`config.mk`:
```
export PLATFORM = sky130hd
export DESIGN_NAME = vending_controller
export DESIGN_NICKNAME = d
export VERILOG_FILES = /design/src/rtl/vending_controller.sv
export SDC_FILE = /design/constraint.sdc
export NUM_CORES = 1
export LEC_CHECK = 0
export CORE_MARGIN = 2
export CORE_UTILIZATION = 40
export DETAILED_ROUTE_END_ITERATION = 8
export DONT_BUFFER_PORTS = 1
export GPL_ROUTABILITY_DRIVEN = 0
export PLACE_DENSITY = 0.52
export SYNTH_ARGS = -nofsm -noshare
export SYNTH_HDL_FRONTEND = slang
export SYNTH_SLANG_ARGS = --single-unit
```
`constraint.sdc`:
```
create_clock -name clk -period 6.76 [get_ports clk]
set_input_delay 0.676 -clock clk [delete_from_list [all_inputs] [get_ports clk]]
set_output_delay 0.676 -clock clk [all_outputs]
set_load 0.05 [all_outputs]
```
`src/rtl/vending_controller.sv`:
```
// Multi-item coin vending controller: credit accumulation, per-item pricing and coin-by-coin change payout.
// Optional per-item stock counting is enabled by defining VENDING_STOCK_COUNT_EN.
module vending_controller #(
  parameter int NUM_ITEMS  = 4,
  parameter int SEL_W      = 2,
  parameter int CREDIT_W   = 8,
  parameter int CREDIT_MAX = 100,
  parameter int COIN0_VAL  = 5,
  parameter int COIN1_VAL  = 10,
  parameter int COIN2_VAL  = 20,
  parameter logic [NUM_ITEMS*CREDIT_W-1:0] PRICE_LIST = {8'd30, 8'd25, 8'd20, 8'd15},
  parameter int STOCK_W    = 4,
  parameter int STOCK_INIT = 10
) (
  input  logic                 clk,
  input  logic                 rst,
  input  logic [2:0]           coin_in,
  input  logic                 sel_valid,
  input  logic [SEL_W-1:0]     sel_item,
  input  logic                 cancel,
  input  logic                 chg_ack,
  input  logic                 restock,
  output logic [CREDIT_W-1:0]  credit,
  output logic                 vend,
  output logic [SEL_W-1:0]     vend_item,
  output logic                 deny,
  output logic                 coin_reject,
  output logic [2:0]           chg_coin,
  output logic                 busy,
  output logic [NUM_ITEMS-1:0] sold_out
);

  typedef enum logic [1:0] {
    S_IDLE,
    S_CREDIT,
    S_CHANGE
  } state_t;

  localparam logic [CREDIT_W-1:0] C0   = CREDIT_W'(COIN0_VAL);
  localparam logic [CREDIT_W-1:0] C1   = CREDIT_W'(COIN1_VAL);
  localparam logic [CREDIT_W-1:0] C2   = CREDIT_W'(COIN2_VAL);
  localparam logic [CREDIT_W:0]   CMAX = (CREDIT_W+1)'(CREDIT_MAX);

  state_t               state, state_nx;
  logic [CREDIT_W-1:0]  credit_nx;
  logic                 vend_nx, deny_nx, coin_reject_nx;
  logic [SEL_W-1:0]     vend_item_nx;
  logic [2:0]           chg_coin_nx;
  logic [NUM_ITEMS-1:0] dec_item;
  logic                 reload;

  logic                 coin_legal;
  logic [CREDIT_W:0]    coin_sum;
  logic                 sel_in_range;
  logic [SEL_W-1:0]     sel_idx;
  logic [CREDIT_W-1:0]  price;
  logic                 item_sold_out;

  function automatic logic [CREDIT_W-1:0] coin_value(input logic [2:0] c);
    case (c)
      3'b001:  return C0;
      3'b010:  return C1;
      3'b100:  return C2;
      default: return '0;
    endcase
  endfunction

  // Greedy choice: the largest single coin that does not exceed the remaining credit.
  function automatic logic [2:0] largest_coin(input logic [CREDIT_W-1:0] c);
    if (c >= C2)      return 3'b100;
    else if (c >= C1) return 3'b010;
    else if (c >= C0) return 3'b001;
    else              return 3'b000;
  endfunction

  assign coin_legal    = $onehot(coin_in);
  assign coin_sum      = {1'b0, credit} + {1'b0, coin_value(coin_in)};
  assign sel_in_range  = 32'(sel_item) < NUM_ITEMS;
  assign sel_idx       = sel_in_range ? sel_item : '0;
  assign price         = PRICE_LIST[32'(sel_idx)*CREDIT_W +: CREDIT_W];
  assign item_sold_out = sold_out[sel_idx];

  // NOTE: every variable gets a default before the case so no path leaves one unassigned (no latch).
  always_comb begin
    state_nx       = state;
    credit_nx      = credit;
    vend_nx        = 1'b0;
    vend_item_nx   = '0;
    deny_nx        = 1'b0;
    coin_reject_nx = 1'b0;
    chg_coin_nx    = chg_coin;
    dec_item       = '0;
    reload         = 1'b0;

    case (state)
      S_IDLE, S_CREDIT: begin
        chg_coin_nx = '0;
        reload      = restock;
        if (coin_in != 3'b000 && (cancel || sel_valid || !coin_legal || coin_sum > CMAX))
          coin_reject_nx = 1'b1;

        // cancel owns the cycle even with zero credit, so a simultaneous request is dropped.
        if (cancel) begin
          if (credit != '0) begin
            state_nx    = S_CHANGE;
            chg_coin_nx = largest_coin(credit);
          end
        end else if (sel_valid) begin
          if (!sel_in_range || credit < price || item_sold_out) begin
            deny_nx = 1'b1;
          end else begin
            vend_nx           = 1'b1;
            vend_item_nx      = sel_item;
            credit_nx         = credit - price;
            dec_item[sel_idx] = 1'b1;
            if (credit_nx != '0) begin
              state_nx    = S_CHANGE;
              chg_coin_nx = largest_coin(credit_nx);
            end else begin
              state_nx = S_IDLE;
            end
          end
        end else if (coin_in != 3'b000 && !coin_reject_nx) begin
          credit_nx = coin_sum[CREDIT_W-1:0];
          state_nx  = S_CREDIT;
        end
      end

      S_CHANGE: begin
        coin_reject_nx = (coin_in != 3'b000);
        if (chg_coin == 3'b000) begin
          // Entered with a residual smaller than any coin: forfeit it.
          credit_nx = '0;
          state_nx  = S_IDLE;
        end else if (chg_ack) begin
          credit_nx   = credit - coin_value(chg_coin);
          chg_coin_nx = largest_coin(credit_nx);
          if (chg_coin_nx == 3'b000) begin
            credit_nx = '0;
            state_nx  = S_IDLE;
          end
        end
      end

      default: begin
        state_nx    = S_IDLE;
        credit_nx   = '0;
        chg_coin_nx = '0;
      end
    endcase
  end

  // NOTE: sequential state uses non-blocking assignments so all registers update from pre-edge values.
  always_ff @(posedge clk) begin
    if (rst) begin
      state       <= S_IDLE;
      credit      <= '0;
      vend        <= 1'b0;
      vend_item   <= '0;
      deny        <= 1'b0;
      coin_reject <= 1'b0;
      chg_coin    <= '0;
      busy        <= 1'b0;
    end else begin
      state       <= state_nx;
      credit      <= credit_nx;
      vend        <= vend_nx;
      vend_item   <= vend_item_nx;
      deny        <= deny_nx;
      coin_reject <= coin_reject_nx;
      chg_coin    <= chg_coin_nx;
      busy        <= (state_nx == S_CHANGE);
    end
  end

`ifdef VENDING_STOCK_COUNT_EN
  logic [STOCK_W-1:0] stock [NUM_ITEMS];

  // NOTE: the stock array is reset because its reload value is architectural state, not scratch storage.
  always_ff @(posedge clk) begin
    for (int k = 0; k < NUM_ITEMS; k++) begin
      if (rst || reload)
        stock[k] <= STOCK_W'(STOCK_INIT);
      else if (dec_item[k] && stock[k] != '0)
        stock[k] <= stock[k] - 1'b1;
    end
  end

  always_comb begin
    sold_out = '0;
    for (int k = 0; k < NUM_ITEMS; k++)
      sold_out[k] = (stock[k] == '0);
  end
`else
  logic unused_stock;

  assign sold_out     = '0;
  assign unused_stock = ^{reload, dec_item, STOCK_W[0], STOCK_INIT[0]};
`endif

endmodule

```
Yosys cells after proc, flatten, opt, wreduce, memory -nomap -nowiden. Index checks and enable logic that the tools add are counted. Widths: inputs -> output; s select.

Bits in registers: 19. Output and inout bits: 21. Logic and storage cells: 113.

Add/sub/neg operators: 5. Magnitude comparators: 12. Equality and inequality tests: 16. Shift operators: 1. Mux-type cells: 50. Bitwise gates (word level): 2. Reduce and logical (&&, ||, !) cells: 19.

Operators by type and width (count): $mux 8 (10); $mux 3 (13); $shiftx 32x6->8 const A (1); $pmux 5 s3 (2); $ge 8x3->1 const B (3); $ge 8x4->1 const B (3); $ge 8x5->1 const B (3); $mux 2 (12); $pmux 8 s2 (1); $reduce_bool 8->1 (2); $sub 8x8->8 (2); $add 8x8->9 (1); $gt 9x7->1 const B (1); $ne 3x3->1 const B (3); $lt 8x8->1 (1); $mux 1 (8); $eq 3x1->1 const B (2); $eq 3x2->1 const B (2); $eq 3x3->1 const B (2); $logic_not 3->1 (2); $ne 2x2->1 const B (3); $pmux 3 s2 (1); $reduce_or 5->1 (1); $eq 2x1->1 const B (2); other kinds (17) (24).

Longest topological paths before layout. Gate-level depths: netlist of run 1.

Word-level depth: 19. Depth in mapped cells: 12. Depth with buffers taken out: 12.

Worst setup path before layout of run 1. No wires, ideal clock.

Kind: input -> register. Start: input port sel_item[0]. End: register credit[5]. Library setup time: 129 ps. Data arrival time: 3193 ps. Data required time: 6631 ps. Slack: 3437 ps. Stages on the path: 12. Buffers on the path: 0. Cell sequence: inv_1 > ha_1 > or2_2 > ha_1 > fa_1 > nor2b_1 > o21ai_1 > a21boi_2 > nor4_2 > o41a_2 > a22oi_1 > o32ai_2.

Cells in the longest elaborated chain, start to end: 6. Elaborated cells between the ends (all ways): 12. Those cells by class: add/sub: 1; order compare: 1; eq/ne: 1; shift: 1; mux: 6; reduce/logical: 2.

RTL lines: start, declared (RTL line 19) `input logic [SEL_W-1:0] sel_item,`; $shiftx 32x6->8 (RTL line 80) `assign price = PRICE_LIST[32'(sel_idx)*CREDIT_W +: CREDIT_W];`; $sub 8x8->8 (RTL line 114) `credit_nx = credit - price;`; $mux 8 (RTL line 109) `if (!sel_in_range || credit < price || item_sold_out) begin`; $mux 8 (RTL line 108) `end else if (sel_valid) begin`; $mux 8 (RTL line 103) `if (cancel) begin`; $pmux 8 s2 (RTL line 95) `case (state)`; end signal, assigned (RTL line 166) `credit <= credit_nx;`; end, declared (RTL line 23) `output logic [CREDIT_W-1:0] credit,`.

Parallel ways exist; a longest one is shown, timed or not. The select of a mux whose other input is x is not followed. A chain may end at the register's enable or synchronous reset.

Final worst setup path of run 1.
Start: register credit[1]. End: register busy.

Cells in the longest elaborated chain, start to end: 14. Elaborated cells between the ends (all ways): 35. Those cells by class: add/sub: 3; order compare: 5; eq/ne: 1; mux: 18; reduce/logical: 8.

RTL lines: $sub 8x8->8 (RTL line 136) `credit_nx = credit - coin_value(chg_coin);`; $ge 8x3->1 (RTL line 72) `else if (c >= C0) return 3'b001;`; $mux 1 (RTL line 72); $mux 2 (RTL line 71) `else if (c >= C1) return 3'b010;`; $mux 3 (RTL line 70) `if (c >= C2) return 3'b100;`; $mux 3 (RTL line 135) `end else if (chg_ack) begin`; $mux 3 (RTL line 131) `if (chg_coin == 3'b000) begin`; $mux 3 (RTL line 95); $logic_not 3->1 (RTL line 138) `if (chg_coin_nx == 3'b000) begin`; $mux 2 (RTL line 138); $mux 2 (RTL line 135); $mux 2 (RTL line 131); $pmux 2 s2 (*) (RTL line 95); $eq 2x2->1 (*) (RTL line 172) `busy <= (state_nx == S_CHANGE);`; end signal, assigned (RTL line 172); end, declared (RTL line 29) `output logic busy,`.

Mark *: on every way between the ends. The rest lies on a longest branch, timed or not. The select of a mux whose other input is x is not followed.

==> results of run 1 <==
==> final timing paths <==
kind                  start  endpoint  slack [ns]  cells past startpoint
setup / recovery  credit[1]      busy        3.08                      9
hold / removal          rst  state[0]        0.48                      1
setup reg to reg  credit[1]      busy        3.08                      9
hold reg to reg    state[0]  state[0]        0.62                      2
==> power breakdown <==
part,internal (uW),total (uW),switching [uW],leakage (uW)
Sequential,133,237,104,0.000154
Combinational,246,636,390,0.000820
Clock,41.6,83.5,41.9,0.0000217
Total,421,957,536,0.000996
==> per-layer routing <==
layer  GRT usage [%]  vias to the layer above  wire length [um]
met1           30.12                     1030              3009
met5               0                        -                 0
met2           34.49                       66              2939
met4           6.724                        0                72
met3           5.114                       11               459
li1                -                     1089                 -
==> flip-flops by register name, summed over array words and instances, names as in the netlist <==
signal       flops
vend             1
vend_item        2
credit           8
chg_coin         3
coin_reject      1
busy             1
state            2
deny             1
==> critical path: stages, from the launching register on <==
cell and delay [ns]:
sky130_fd_sc_hd__dfxtp_1 0.92, sky130_fd_sc_hd__inv_1 0.34, sky130_fd_sc_hd__fa_1 0.54, sky130_fd_sc_hd__nand2b_1 0.18
sky130_fd_sc_hd__a211oi_1 0.36, sky130_fd_sc_hd__nor3_1 0.13, sky130_fd_sc_hd__nor4b_4 0.43, sky130_fd_sc_hd__a21oi_1 0.25
sky130_fd_sc_hd__o21ai_1 0.26, sky130_fd_sc_hd__o41ai_1 0.11
==> final cells by class <==
cell class	instances	area, um^2	area share [%]
sequential	19	380.4	16.13
clock buffer	3	41.29	1.751
inverter	24	90.09	3.820
tap	72	90.09	3.820
clock inverter	1	7.507	0.3183
timing repair buffer	2	15.01	0.6366
multi-input combinational	242	1734	73.53
==> Yosys cell counts, drive strengths merged, types with 3 or more instances <==
master   n  area share [%]
a21o     6             2.0
or3      4             1.3
xor2     5             1.9
nor2    23             4.0
a21oi   23             5.1
nand2b   7             1.9
a211oi   9             3.0
o21ai   18             4.0
or2      5             1.4
and3     4             1.2
inv     23             3.8
buf      4             1.3
fa       4             3.5
a22oi    4             1.3
xnor2    4             1.6
o41ai    3             1.2
nand4    5             1.4
ha      19              11
o22ai    4             1.1
nor4     3             1.4
nand3    7             1.6
nor3    17             4.3
mux2i    3             1.3
clkbuf   7             1.6
dfxtp   19              17
a311oi   3             1.2
nor2b    5             1.4
nand2   16             2.7
==> metrics by stage <==
stage	utilization, %	setup slack (ns)	hold WS (ns)
3_3_place_gp	42.20	3.050	0.6004
4_1_cts	43.10	3.062	0.4749
5_1_grt	43.10	2.862	0.4700
6_report	43.10	3.080	0.4774
3_5_place_dp	42.20	3.090	0.5941
2_1_floorplan	-	3.437	0.5362
==> cell families (layout without fill, tap and decap cells) <==
kind of cell | Yosys count | in the layout | synth area share (%)
DFF | 19 | 19 | 16.83
xor gates and xnor gates | 9 | 9 | 3.488
buffers and inverters | 35 | 30 | 6.921
muxes | 3 | 3 | 1.329
AOI/OAI and AO/OA | 96 | 96 | 29.79
adders and majority gates | 23 | 23 | 14.06
and+or+nand+nor | 107 | 107 | 27.41
other | 1 | 4 | 0.1660
==> metrics, run 1 <==
CP startpoint kind register; Port Buffers 0; sum of routed wire length over all layers 6.480 mm; nature of the critical path endpoint register; all-layer global routing usage 22.07%; vias per cell 6.050; detailed-placement wirelength estimate slightly above 5 mm; CTS tree yes; average wire per standard cell 17.85 um; Highest Clock Rate about 270 MHz; fraction of layout cells with a size suffix above 1 about 11%; Die Footprint 6266 um^2; antenna-violating nets left 0; Post-CTS Repair Setup Buffers 0; placed cells 359; number of CTS-inserted buffers 3; area of the core 5473 um^2; I/O pin cnt 32; CP Class reg2reg; final instance count without filler cells 363; Syn-to-layout area delta 4.374%; Cell Rows 27; signal arrival time at the worst endpoint 3.80 ns; number of fill cells in the layout 603; total congestion overflow 0; slew margin rel. 38.04%; placed standard-cell area roughly 2300 um^2; vias in the first global route 2179; Yosys warning count 0; number of hold-repair buffers added at the cts stage 0; final design area excluding fillers roughly 2400 um^2; post-layout net count 326; number of flip-flops and latches in the synthesized netlist 19; number of setup violations in the final report 0; clock root buffer master sky130_fd_sc_hd__clkbuf_8; Clock Path Buffers 2; DRC 0; post-cts repair resize count 0; portion of the post-synthesis area used by sequential elements 16.83%; Worst Path Max Fanout 9; number of unique standard cell types used by synthesis 70; actual slew at the worst max-slew pin 0.9282 ns; Req. time, crit path ~6.9 ns; Initial DRT Pass Iterations 4; combined area of all synthesized cells 2260 um^2; insertion delay to the later sink of the worst-skew pair 0.26 ns; count of clock tree sinks 19; First DRT Iteration DRCs 135; Starting Density 41.29%; static leakage 0.0009963 uW; max-slew violations 0; mean cell area of the mapped netlist 7.712 um^2; max-capacitance violation count 0; post-synthesis cell count 293; final-report hold violation count 0; total via count after detailed routing 2196; top_reg_cell synth sky130_fd_sc_hd__dfxtp_1; Min Clock Period, post-route between 3 and 4 ns; setup repair after global routing missed its margin false; first-pass GRT wire length 10.76 mm; initial antenna violation count 0; post-route setup TNS 0 ns; Post-synth EDFFs 0; outcome finished, final reports clean; H-Tree Depth 1; overall power after layout around 960 uW; Chip Height 79.16 um; clock-pin slew on the worst setup and hold paths about 0.080 ns; largest voltage drop on the vdd net ~0.23 mV; skew final 0.004683 ns; kind of path behind the tightest hold check in2reg; commonest cells after routing, fill and taps aside 23 x sky130_fd_sc_hd__inv_1, 23 x sky130_fd_sc_hd__a21oi_1, 21 x sky130_fd_sc_hd__nor2_1; ratio of total power to cell area 405.6 nW/um^2; die boundary width 79.16 um; final clock period utilization by the worst path 54.43%; number of diodes 0; maximum number of pins on one net before global-route repair 19; proportion of register bits with asynchronous set or reset after synthesis 0%
No activity file was read; power rests on OpenSTA's default activity.
==> run 2, diff against run 1 <==
ABC_AREA = 1   (was unset)
clock period = 3.8 ns   (was 6.76 ns; I/O delays follow)
==> run 2 against run 1 <==
Effect of this change:
- first-iteration DRC count is 10% lower
- non-clock buffer count rose by 2
- critical path depth rose by 6
- cell count is 33% higher
- area after synthesis rose by 6.5%
==> metrics, run 2 <==
outcome finished, final reports clean; total congestion overflow 0; max-slew violations 0; actual slew at the worst max-slew pin 0.8671 ns; origin of the critical flop-to-flop path credit[1]; number of diodes 0; kind of path behind the tightest hold check in2reg; area of the core between 5000 and 6000 um^2; Largest Register credit; number of flip-flops and latches in the synthesized netlist 19; Worst Path Max Fanout 7; register-to-register path setup slack around 0.84 ns; worst flop-to-flop path endpoint chg_coin[2]; final-report hold violation count 0; number of unique standard cell types used by synthesis 39; leading post-synthesis cells by cell area sky130_fd_sc_hd__nand2_1 17%, sky130_fd_sc_hd__dfxtp_1 16%, sky130_fd_sc_hd__inv_1 10%; path depth of the worst reg2reg path 15; CP Class reg2reg; maximum number of pins on one net before global-route repair 13; largest family of logic cells by synthesized area simple AND/OR/NAND/NOR gates; vias in the first global route roughly 2.4k; Min Clock Period, post-route 2.961 ns; post-cts repair resize count 0; internal power contribution approximately 790 uW; largest voltage drop on the vdd net around 0.39 mV; clock-pin slew on the worst setup and hold paths 0.07 ns; most common cell after layout, fill and taps aside sky130_fd_sc_hd__nand2_1; Clock Path Buffers 2; H-Tree Depth 1; adder-cell share of the synthesized area 13.21%; Highest Clock Rate ~340 MHz; vias per cell 5.104; insertion delay to the later sink of the worst-skew pair ~0.25 ns; skew final 0.0009584 ns; die boundary width approximately 82 um; portion of synthesized cell area occupied by the leading cell type between 10% and 20%; largest registers credit: 8 flops, chg_coin: 3 flops; number of setup violations in the final report 0; number of hold-repair buffers added at the cts stage 0; Cell Rows 28; count of clock tree sinks 19; slew margin rel. a little over two fifths; top_reg_cell synth sky130_fd_sc_hd__dfxtp_1; static leakage 0.001300 uW; mean cell area of the mapped netlist roughly 6 um^2; cell chain of the critical path buf_4 -> inv_1 -> fa_1 -> inv_1 -> nand3_1 -> nand2_1 -> nand2_2 -> nand2_1 -> inv_1 -> nor2_1 -> nand3_1 -> nand2_1 -> inv_1 -> o21ai_0 -> a21oi_1; first-pass GRT wire length 11.40 mm; setup repair after global routing missed its margin false; crit-path max cell delay 0.70 ns; leading cell type by number of instances after synthesis sky130_fd_sc_hd__nand2_1; portion of the post-synthesis area used by sequential elements 15.81%; First DRT Iteration DRCs 121; Buffers & Inverters on Critical Path 5; Post-synth EDFFs 0; switching share of power roughly three fifths; detailed-placement wirelength estimate approximately 5.8 mm; Syn-to-layout area delta 4.940%; xor and xnor fraction of the mapped netlist area 1.820%; Placement Setup Slack roughly 0.85 ns; Reg power frac 21.8%; max-capacitance violation count 0; number of CTS-inserted buffers 3; worst hold margin 0.1856 ns; category of cells accounting for the largest share of critical-path delay flip-flops; DRC 0; signal arrival time at the worst endpoint a little over 3 ns; max FFs per register 8; total via count after detailed routing roughly 2.5k; I/O pin cnt 32; Critical path origin credit[1]; worst path setup slack after routing 0.8393 ns; share of synthesized cell area in and, or, nand and nor gates 43.58%; final instance count without filler cells just under 500; commonest cells after routing, fill and taps aside 107 x sky130_fd_sc_hd__nand2_1, 65 x sky130_fd_sc_hd__inv_1, 44 x sky130_fd_sc_hd__nand3_1; top post-synthesis cells by count 107 x sky130_fd_sc_hd__nand2_1, 65 x sky130_fd_sc_hd__inv_1, 44 x sky130_fd_sc_hd__nand3_1, 38 x sky130_fd_sc_hd__nor2_1, 23 x sky130_fd_sc_hd__a21oi_1; Die Footprint 6651 um^2; Yosys top cell by area sky130_fd_sc_hd__nand2_1; total net switching power around 1200 uW; Chip Height approximately 80 um; placed cells approximately 480; slowest CP cell sky130_fd_sc_hd__dfxtp_1; clock power share 7.1%; end point of the critical path chg_coin[2]; final clock period utilization by the worst path 77.91%; Initial DRT Pass Iterations 5; initial antenna violation count 0; sum of routed wire length over all layers ~7.0 mm; average wire per standard cell 14.62 um; combined area of all synthesized cells 2406 um^2; Critical Path Stages 15; post-layout net count 442; antenna-violating nets left 0; post-synthesis cell count approximately 400; ratio of total power to cell area 781.5 nW/um^2; nature of the critical path endpoint register; clock root buffer master sky130_fd_sc_hd__clkbuf_8; proportion of register bits with asynchronous set or reset after synthesis 0%; CP startpoint kind register; all-layer global routing usage a little under a quarter; CTS tree yes; fraction of layout cells with a size suffix above 1 8.108%; Yosys warning count 0; mux contribution to synthesized area 0%; Req. time, crit path 3.94 ns; post-route setup TNS 0 ns; Starting Density 41.12%; relative contribution of combinational cells to total power 71.2%; post-synthesis compound-gate area fraction 12.27%; most numerous cell on the critical path sky130_fd_sc_hd__inv_1; Port Buffers 0; Post-CTS Repair Setup Buffers 0
==> run 2: cell type report <==
class	count	area, um^2
Clock buffer	4	45.04
Fill cell	637	3326
Inverter	68	255.2
Multi-Input combinational cell	312	1720
Sequential cell	19	380.4
Tap cell	75	93.84
Timing Repair Buffer	4	30.03
==> run 2: cell families (layout without fill, tap and decap cells) <==
| logic type | Yosys count | in the layout |
|---|---|---|
| other | 1 | 4 |
| DFF | 19 | 19 |
| AOI/OAI and AO/OA | 51 | 51 |
| xor gates and xnor gates | 5 | 5 |
| and+or+nand+nor | 229 | 229 |
| adders and majority gates | 23 | 23 |
| buffers and inverters | 76 | 76 |
==> run 2: worst min-delay path by stage <==
stage | slack (ns) | start | cells past startpoint | to
3_5_place_dp | 0.45 | rst | 1 | busy
2_1_floorplan | 0.46 | rst | 1 | state[0]
6_report | 0.19 | rst | 1 | busy
4_1_cts | 0.18 | rst | 1 | busy
5_1_grt | 0.18 | rst | 1 | credit[6]
3_3_place_gp | 0.45 | rst | 1 | state[1]
==> run 2: per-layer routing <==
metal / GRT usage (%) / vias up / wire length (um)
li1: - / 1305 / -
met1: 31.15 / 1085 / 3359
met2: 37.05 / 63 / 3178
met3: 3.846 / 7 / 462
met4: 4.407 / 0 / 45
met5: 0 / - / 0
==> run 2: power groups by stage <==
| stage | clock [uW] | sequential, uW | combinational [uW] |
|---|---|---|---|
| 2_1_floorplan | 0 | 423 | 1120 |
| 3_3_place_gp | 0 | 434 | 1400 |
| 3_5_place_dp | 0 | 434 | 1390 |
| 4_1_cts | 142 | 430 | 1400 |
| 5_1_grt | 153 | 436 | 1600 |
| 6_report | 140 | 429 | 1400 |
==> run 2: stage by stage <==
step | util [%] | power, uW | cell area, um^2
4_1_cts | 43.16 | 1974 | 2525
3_5_place_dp | 42.39 | 1825 | 2480
5_1_grt | 43.16 | 2188 | 2525
3_3_place_gp | 42.39 | 1833 | 2480
6_report | 43.16 | 1973 | 2525
2_1_floorplan | - | 1547 | 2417
